**config.mk**
```make
export PLATFORM = sky130hd
export DESIGN_NAME = ej9_sweep_ctrl_flat
export DESIGN_NICKNAME = d
export VERILOG_FILES = /design/src/rtl/ej9_sweep_pkg.sv /design/src/rtl/ej9_sweep_ctrl_if.sv /design/src/rtl/ej9_sweep_cmp.sv /design/src/rtl/ej9_sweep_ctrl.sv /design/src/flat_wrapper.sv
export SDC_FILE = /design/constraint.sdc
export NUM_CORES = 1
export LEC_CHECK = 0
export ABC_AREA = 1
export ABC_CLOCK_PERIOD_IN_PS = 3000
export CAP_MARGIN = 15
export CORE_UTILIZATION = 54
export DETAILED_ROUTE_END_ITERATION = 6
export GPL_TIMING_DRIVEN = 0
export PLACE_DENSITY = 0.85
export SYNTH_ARGS = -nofsm -noshare
export SYNTH_HDL_FRONTEND = slang
export SYNTH_SLANG_ARGS = --single-unit
```
**constraint.sdc**
```tcl
create_clock -name clk -period 3 [get_ports clk]
set_input_delay 0.75 -clock clk [delete_from_list [all_inputs] [get_ports clk]]
set_output_delay 0.75 -clock clk [all_outputs]
set_load 0.1 [all_outputs]
```
**src/rtl/ej9_sweep_pkg.sv**
```systemverilog
// Shared types and constants for the function-unit sweep controller.
package ej9_sweep_pkg;

  localparam int K_DEF      = 5;
  localparam int NOUT_DEF   = 4;
  localparam int SETTLE_DEF = 1;

  // Highest input vector for a K-input function unit.
  function automatic int last_vec_of(input int k);
    return (1 << k) - 1;
  endfunction

  localparam int LAST_VEC = last_vec_of(K_DEF);

  typedef enum logic [1:0] {
    ST_IDLE   = 2'd0,
    ST_SETTLE = 2'd1,
    ST_CHECK  = 2'd2,
    ST_DONE   = 2'd3
  } state_t;

endpackage

```
**src/rtl/ej9_sweep_ctrl_if.sv**
```systemverilog
// Bus between the sweep controller and its environment (function unit + host).
//
// Handshake: start is a request that the controller accepts only when it is
// not busy (IDLE or DONE); busy acts as the inverted ready. A request seen
// while busy is dropped, not queued. done/pass/err_count/fail_* are results
// that stay valid while done=1 and until the next accepted start.
interface ej9_sweep_ctrl_if #(
  parameter int K    = 5,
  parameter int NOUT = 4
);
  import ej9_sweep_pkg::*;

  logic            start;
  logic [K-1:0]    vec;
  logic [NOUT-1:0] out_full;
  logic [NOUT-1:0] out_red;
  logic            busy;
  logic            done;
  logic            pass;
  logic [K:0]      err_count;
  logic            fail_valid;
  logic [K-1:0]    fail_vec;
  logic [NOUT-1:0] fail_mask;
  state_t          dbg_state;

  modport master (
    output start, out_full, out_red,
    input  vec, busy, done, pass, err_count, fail_valid, fail_vec, fail_mask,
           dbg_state
  );

  modport slave (
    input  start, out_full, out_red,
    output vec, busy, done, pass, err_count, fail_valid, fail_vec, fail_mask,
           dbg_state
  );

endinterface

```
**src/rtl/ej9_sweep_cmp.sv**
```systemverilog
// Compares canonical and reduced function-unit outputs bit by bit.
module ej9_sweep_cmp #(
  parameter int NOUT = 4
) (
  input  logic [NOUT-1:0] out_full,
  input  logic [NOUT-1:0] out_red,
  output logic [NOUT-1:0] mism,
  output logic            any_mism
);

  // Per-output disagreement and its reduction.
  always_comb begin
    mism     = out_full ^ out_red;
    any_mism = |mism;
  end

endmodule

```
**src/rtl/ej9_sweep_ctrl.sv**
```systemverilog
// Exhaustive sweep controller: steps vec through 0..2^K-1, holds each vector
// SETTLE cycles, then compares canonical vs reduced outputs for one cycle.
// Counts mismatching vectors and latches the first failure.
// Optional build macro SWEEP_STOP_ON_FAIL_EN: end the sweep at the first
// mismatching vector instead of running all vectors.
module ej9_sweep_ctrl
  import ej9_sweep_pkg::*;
#(
  parameter int K      = K_DEF,
  parameter int SETTLE = SETTLE_DEF,
  parameter int NOUT   = NOUT_DEF
) (
  input  logic         clk,
  input  logic         reset,
  ej9_sweep_ctrl_if.slave bus
);

  localparam logic [K-1:0] LAST      = K'(last_vec_of(K));
  localparam logic [3:0]   SETTLE_M1 = 4'(SETTLE - 1);

  state_t          state_q, state_d;
  logic [K-1:0]    vec_q, vec_d;
  logic [3:0]      cnt_q, cnt_d;
  logic [K:0]      err_q, err_d, err_inc;
  logic            fv_q, fv_d;
  logic [K-1:0]    fvec_q, fvec_d;
  logic [NOUT-1:0] fmask_q, fmask_d;
  logic            busy_q, busy_d;
  logic            done_q, done_d;
  logic            pass_q, pass_d;
  logic            finish;

  logic [NOUT-1:0] mism;
  logic            any_mism;

  ej9_sweep_cmp #(.NOUT(NOUT)) u_cmp (
    .out_full (bus.out_full),
    .out_red  (bus.out_red),
    .mism     (mism),
    .any_mism (any_mism)
  );

  // State and all registered outputs; reset clears everything immediately.
  always_ff @(posedge clk or posedge reset) begin
    if (reset) begin
      state_q <= ST_IDLE;
      vec_q   <= '0;
      cnt_q   <= '0;
      err_q   <= '0;
      fv_q    <= 1'b0;
      fvec_q  <= '0;
      fmask_q <= '0;
      busy_q  <= 1'b0;
      done_q  <= 1'b0;
      pass_q  <= 1'b0;
    end else begin
      state_q <= state_d;
      vec_q   <= vec_d;
      cnt_q   <= cnt_d;
      err_q   <= err_d;
      fv_q    <= fv_d;
      fvec_q  <= fvec_d;
      fmask_q <= fmask_d;
      busy_q  <= busy_d;
      done_q  <= done_d;
      pass_q  <= pass_d;
    end
  end

  // Next-state and next-output logic; every register holds unless changed.
  always_comb begin
    state_d = state_q;
    vec_d   = vec_q;
    cnt_d   = cnt_q;
    err_d   = err_q;
    fv_d    = fv_q;
    fvec_d  = fvec_q;
    fmask_d = fmask_q;
    busy_d  = busy_q;
    done_d  = done_q;
    pass_d  = pass_q;
    err_inc = err_q + {{K{1'b0}}, any_mism};
    finish  = 1'b0;

    case (state_q)
      ST_IDLE, ST_DONE: begin
        if (bus.start) begin
          state_d = ST_SETTLE;
          vec_d   = '0;
          cnt_d   = SETTLE_M1;
          err_d   = '0;
          fv_d    = 1'b0;
          fvec_d  = '0;
          fmask_d = '0;
          busy_d  = 1'b1;
          done_d  = 1'b0;
          pass_d  = 1'b0;
        end
      end

      ST_SETTLE: begin
        if (cnt_q == 4'd0) state_d = ST_CHECK;
        else               cnt_d   = cnt_q - 4'd1;
      end

      ST_CHECK: begin
        err_d = err_inc;
        if (any_mism && !fv_q) begin
          fv_d    = 1'b1;
          fvec_d  = vec_q;
          fmask_d = mism;
        end
`ifdef SWEEP_STOP_ON_FAIL_EN
        finish = any_mism || (vec_q == LAST);
`else
        finish = (vec_q == LAST);
`endif
        if (finish) begin
          // vec keeps the last checked vector.
          state_d = ST_DONE;
          busy_d  = 1'b0;
          done_d  = 1'b1;
          pass_d  = (err_inc == '0);
        end else begin
          state_d = ST_SETTLE;
          vec_d   = vec_q + 1'b1;
          cnt_d   = SETTLE_M1;
        end
      end

      default: state_d = ST_IDLE;
    endcase
  end

  assign bus.vec        = vec_q;
  assign bus.busy       = busy_q;
  assign bus.done       = done_q;
  assign bus.pass       = pass_q;
  assign bus.err_count  = err_q;
  assign bus.fail_valid = fv_q;
  assign bus.fail_vec   = fvec_q;
  assign bus.fail_mask  = fmask_q;
  assign bus.dbg_state  = state_q;

endmodule

```
**src/flat_wrapper.sv**
```systemverilog
// flat-port wrapper written by rule: the top's interface ports become plain ports
module ej9_sweep_ctrl_flat import ej9_sweep_pkg::*;
#(
  parameter int K      = K_DEF,
  parameter int SETTLE = SETTLE_DEF,
  parameter int NOUT   = NOUT_DEF
)
  (clk, reset, bus_start, bus_out_full, bus_out_red, bus_vec, bus_busy, bus_done, bus_pass, bus_err_count, bus_fail_valid, bus_fail_vec, bus_fail_mask, bus_dbg_state);
  ej9_sweep_ctrl_if #(.K(K), .NOUT(NOUT)) bus_i ();
  input  logic clk;
  input  logic reset;
  input wire logic [$bits(bus_i.start)-1:0] bus_start;
  input wire logic [$bits(bus_i.out_full)-1:0] bus_out_full;
  input wire logic [$bits(bus_i.out_red)-1:0] bus_out_red;
  output wire logic [$bits(bus_i.vec)-1:0] bus_vec;
  output wire logic [$bits(bus_i.busy)-1:0] bus_busy;
  output wire logic [$bits(bus_i.done)-1:0] bus_done;
  output wire logic [$bits(bus_i.pass)-1:0] bus_pass;
  output wire logic [$bits(bus_i.err_count)-1:0] bus_err_count;
  output wire logic [$bits(bus_i.fail_valid)-1:0] bus_fail_valid;
  output wire logic [$bits(bus_i.fail_vec)-1:0] bus_fail_vec;
  output wire logic [$bits(bus_i.fail_mask)-1:0] bus_fail_mask;
  output wire logic [$bits(bus_i.dbg_state)-1:0] bus_dbg_state;
  assign bus_i.start = bus_start;
  assign bus_i.out_full = bus_out_full;
  assign bus_i.out_red = bus_out_red;
  assign bus_vec = bus_i.vec;
  assign bus_busy = bus_i.busy;
  assign bus_done = bus_i.done;
  assign bus_pass = bus_i.pass;
  assign bus_err_count = bus_i.err_count;
  assign bus_fail_valid = bus_i.fail_valid;
  assign bus_fail_vec = bus_i.fail_vec;
  assign bus_fail_mask = bus_i.fail_mask;
  assign bus_dbg_state = bus_i.dbg_state;
  ej9_sweep_ctrl #(.K(K), .SETTLE(SETTLE), .NOUT(NOUT)) u_core (.clk(clk), .reset(reset), .bus(bus_i));
endmodule
```
==> impl_summary.txt <==
----------------------------------------------------
[Pwr]
  Power per Cell Area ... 944.1 nW/µm²
  Internal ... 0.9820 mW
  Net switching share of the total power ... 51.75%
  Worst-case vdd ir drop ... 0.0007973 V
  Switching power summed over all nets ... 1.053 mW
  Part of the power in the clock network ... 16.1%
  Share of total power in combinational logic ... 57.6%
  Standby leakage power ... 1.083 nW
  Power consumption ... 2.035 mW
  Fraction of power consumed by sequential logic ... 26.3%

[Global route]
  Aggregate global routing overflow ... 0
  Initial antenna violation count ... 0
  Via count of the first global-routing pass ... 1342
  First-pass GRT wire length ... 6.016 mm
  Pin count of the biggest net entering global routing ... 31
  All-Layer GR Usage ... 24.33%

[Finish]
  Total inserted antenna cells ... 0
  Layout cell share with drive strength beyond 1 ... 8.032%
  Layout filler cell count ... 224
  Non-filler cells in the finished layout ... 280
  Final-stage net count ... 268
  Footprint of the multi-input gates ... 765.7 µm²
  Fin util ... 76.21%
  Synth-to-Final Area Change ... 30.83%
  Sequential cell area in the final layout ... 750.7 µm²
  Layout Cell Area excl Fill ... 2156 µm²

[Setup path]
  Reg2Reg Capture Point ... u_core.cnt_q[0]$_DFFE_PP0P_
  Longest individual stage delay on the worst path ... 1.18 ns
  Critical Path Sink Type ... output pin
  Levels on crit path ... 1
  Required time of the critical path ... 2.25 ns
  Largest fanout on the critical path ... 3
  Cells along the critical path ... clkdlybuf4s50_1
  Type of the worst setup path ... reg -> out
  Crit path capture ... bus_fail_valid
  Worst path top cell family by delay ... buffers and inverters
  WP data arrival ... 2.00 ns
  Crit path launch ... u_core.bus.fail_valid$_DFFE_PP0P_
  Startpoint Class ... flop
  Cell with the largest stage delay on the worst path ... clkdlybuf4s50_1
  Worst-case register-to-register setup slack ... 1.20 ns
  Buffers and inverters on the worst path ... 1
  Depth of the worst register-to-register path ... 9
  FF-to-FF Start ... u_core.bus.vec[0]$_DFFE_PP0P_

[Placement]
  Post-placement worst setup slack ... 0.04079 ns
  Placed instance area ... 2047 µm²
  Port Buffer Count ... 36
  Final GP Congestion ... 0.8125
  Count of placed standard cells including taps ... 272
  Post-DP HPWL ... 2.472 mm

[Drt]
  Wire per inst ... 12.46 µm
  Residual DRC count ... 3
  Vias per inst ... 5.343
  Initial drt markers ... 68
  Antenna-violating nets left ... 0
  Final Routed Wirelength ... 3.488 mm
  First drt pass iteration count ... 7
  Routed via count ... 1496

[Timing]
  Unrepaired setup endpoints after global routing ... false
  Min Hold Slack ... 0.4944 ns
  Max-slew headroom ... 34.81%
  Min setup slack post-route ... 0.2504 ns
  Post-Route Skew ... 0.01064 ns
  Worst slew pin tran ... 0.9748 ns
  Max Slew Vio Count ... 0
  Number of setup violations in the final report ... 0
  Final critical delay including setup and external delays ... 2.750 ns
  Setup TNS Final ... 0 ns
  Ratio of final minimum period to clock period ... 91.65%
  Highest clock frequency the design can meet ... 363.7 MHz
  Hold Fails Final Rpt ... 0

[Clock tree]
  Number of buffers inserted during clock tree synthesis ... 5
  TritonCTS clock tree ... built
  Clk buf depth ... 2
  CTS Hold Buffers Added ... 0
  Number of resized instances in the post-cts repair step ... 0
  Clock slew at the register clock pins of the worst setup and hold paths ... 0.10 ns
  Library cell used as clock root buffer ... clkbuf_4
  Count of H-tree levels built during CTS ... 2
  Buffer count from post-CTS setup fixing ... 0
  Clock network latency to the later pin of the worst-skew pair ... 0.32 ns
  Clock sink count ... 30

[Synthesis]
  Top cells by count, synth ... nand2_1, dfrtp_1, inv_1, nand3_1, nor2_1
  Syn avg cell area ... 8.038 µm²
  Cells taking the most area after synthesis ... dfrtp_1, nand2_1, inv_1
  Flop and latch count out of synthesis ... 30
  Proportion of synthesized chip area in sequential cells ... 45.56%
  Prevailing post-synth register cell ... dfrtp_1
  Post-Synthesis Cell Area ... 1648 µm²
  Post-synthesis instance total ... 205
  Asr flop ratio synth ... 100.0%
  Share of the synthesized area in the top cell type ... 45.56%
  Count of flip-flops with a built-in enable after synthesis ... 0
  Number of unique standard cell types used by synthesis ... 26
  Area leader, netlist ... dfrtp_1
  Yosys synthesis warning count ... 0
  Syn_nets ... 224
  Most common cell in the synthesized netlist ... nand2_1

[Floorplan]
  IO Pins ... 37
  Starting utilization of the core area ... 58.25%
  Area of the die ... 3276 µm²
  Row count ... 19
  X dimension of the die ... 57.24 µm
  Vertical extent of the die ... 57.24 µm
  Floorplan core area ... 2829 µm²

[Hold path]
  Path type of the worst min-delay path ... reg -> reg
  Worst hold path depth ... 2

[Run]
  Max-cap violations ... 0

[Status]
  Status ... complete, but fails checks
  Failing checks ... design-rule violations

----------------------------------------------------
==> worst reg2reg max path: stages, from the launching register on <==
cell and delay (ns):
dfrtp_1 0.47, ha_1 0.26, nand2_1 0.08, nor2_1 0.05, ha_1 0.19, nand2_1 0.11
nand2_1 0.11, o21ai_1 0.27, nand3_1 0.11, o21ai_0 0.09
==> worst min path at each step <==
| stage | startpoint | end | slack (ns) |
|---|---|---|---|
| final | u_core.bus.pass$_DFFE_PP0P_ | u_core.bus.pass$_DFFE_PP0P_ | 0.49 |
| after global placement | u_core.bus.busy$_DFFE_PP0P_ | u_core.bus.busy$_DFFE_PP0P_ | 0.46 |
| after CTS | u_core.bus.busy$_DFFE_PP0P_ | u_core.bus.busy$_DFFE_PP0P_ | 0.49 |
| after floorplan | u_core.cnt_q[1]$_DFFE_PP0P_ | u_core.cnt_q[1]$_DFFE_PP0P_ | 0.45 |
| after detailed placement | u_core.bus.busy$_DFFE_PP0P_ | u_core.bus.busy$_DFFE_PP0P_ | 0.46 |
| after global routing | u_core.bus.pass$_DFFE_PP0P_ | u_core.bus.pass$_DFFE_PP0P_ | 0.52 |
==> flip-flops by register name, indices dropped and copies added (netlist names) <==
signal,flops
u_core.bus.err_count,6
u_core.bus.fail_vec,5
u_core.bus.vec,5
u_core.bus.fail_mask,4
u_core.cnt_q,4
u_core.bus.dbg_state,2
u_core.bus.busy,1
u_core.bus.done,1
u_core.bus.fail_valid,1
u_core.bus.pass,1
==> per-layer routing <==
metal / part of all wire (%) / vias to the layer above / global-route usage [%]
li1: - / 762 / -
met3: 3.7 / 6 / 4.989
met2: 47 / 33 / 37.48
met1: 48 / 695 / 32.74
met4: 1.4 / 0 / 12.54
met5: 0 / - / 0
==> layout by cell type, fill, tap and decap left out, types with 5 or more instances in the layout <==
cell type and count:
o21ai_0 12, dfrtp_1 30, nor2_1 14, clkdlybuf4s50_1 36
inv_1 27, ha_1 8, nand2_1 55, nand3_1 20
nand4_1 13, clkbuf_4 5
==> cells by family (layout without fill, tap and decap cells) <==
group | Yosys count | after routing | synth area share [%]
xor+xnor | 1 | 1 | 0.5316
fa+ha+maj | 8 | 8 | 6.075
compound gates | 23 | 23 | 8.049
simple gates | 110 | 110 | 31.21
mux | 1 | 1 | 0.6075
buf+inv | 32 | 76 | 7.972
flops | 30 | 30 | 45.56
==> final cells by class <==
class	count	area share [%]
Inverter	29	5.165
Clock inverter	1	1.393
Clock buffer	6	2.380
Sequential cell	30	34.82
Multi-Input combinational cell	143	35.52
Timing Repair Buffer	37	17.99
Buffer	3	0.9286
Tap cell	31	1.799
==> power groups by stage <==
stage               logic (mW)  registers, mW  clock network, mW
global route              1.27          0.545              0.350
detailed placement        1.16          0.541                  0
global placement          1.14          0.541                  0
floorplan                0.555          0.892                  0
finish                    1.17          0.535              0.328
CTS                       1.17          0.535              0.338
No activity file was read; power rests on OpenSTA's default activity.
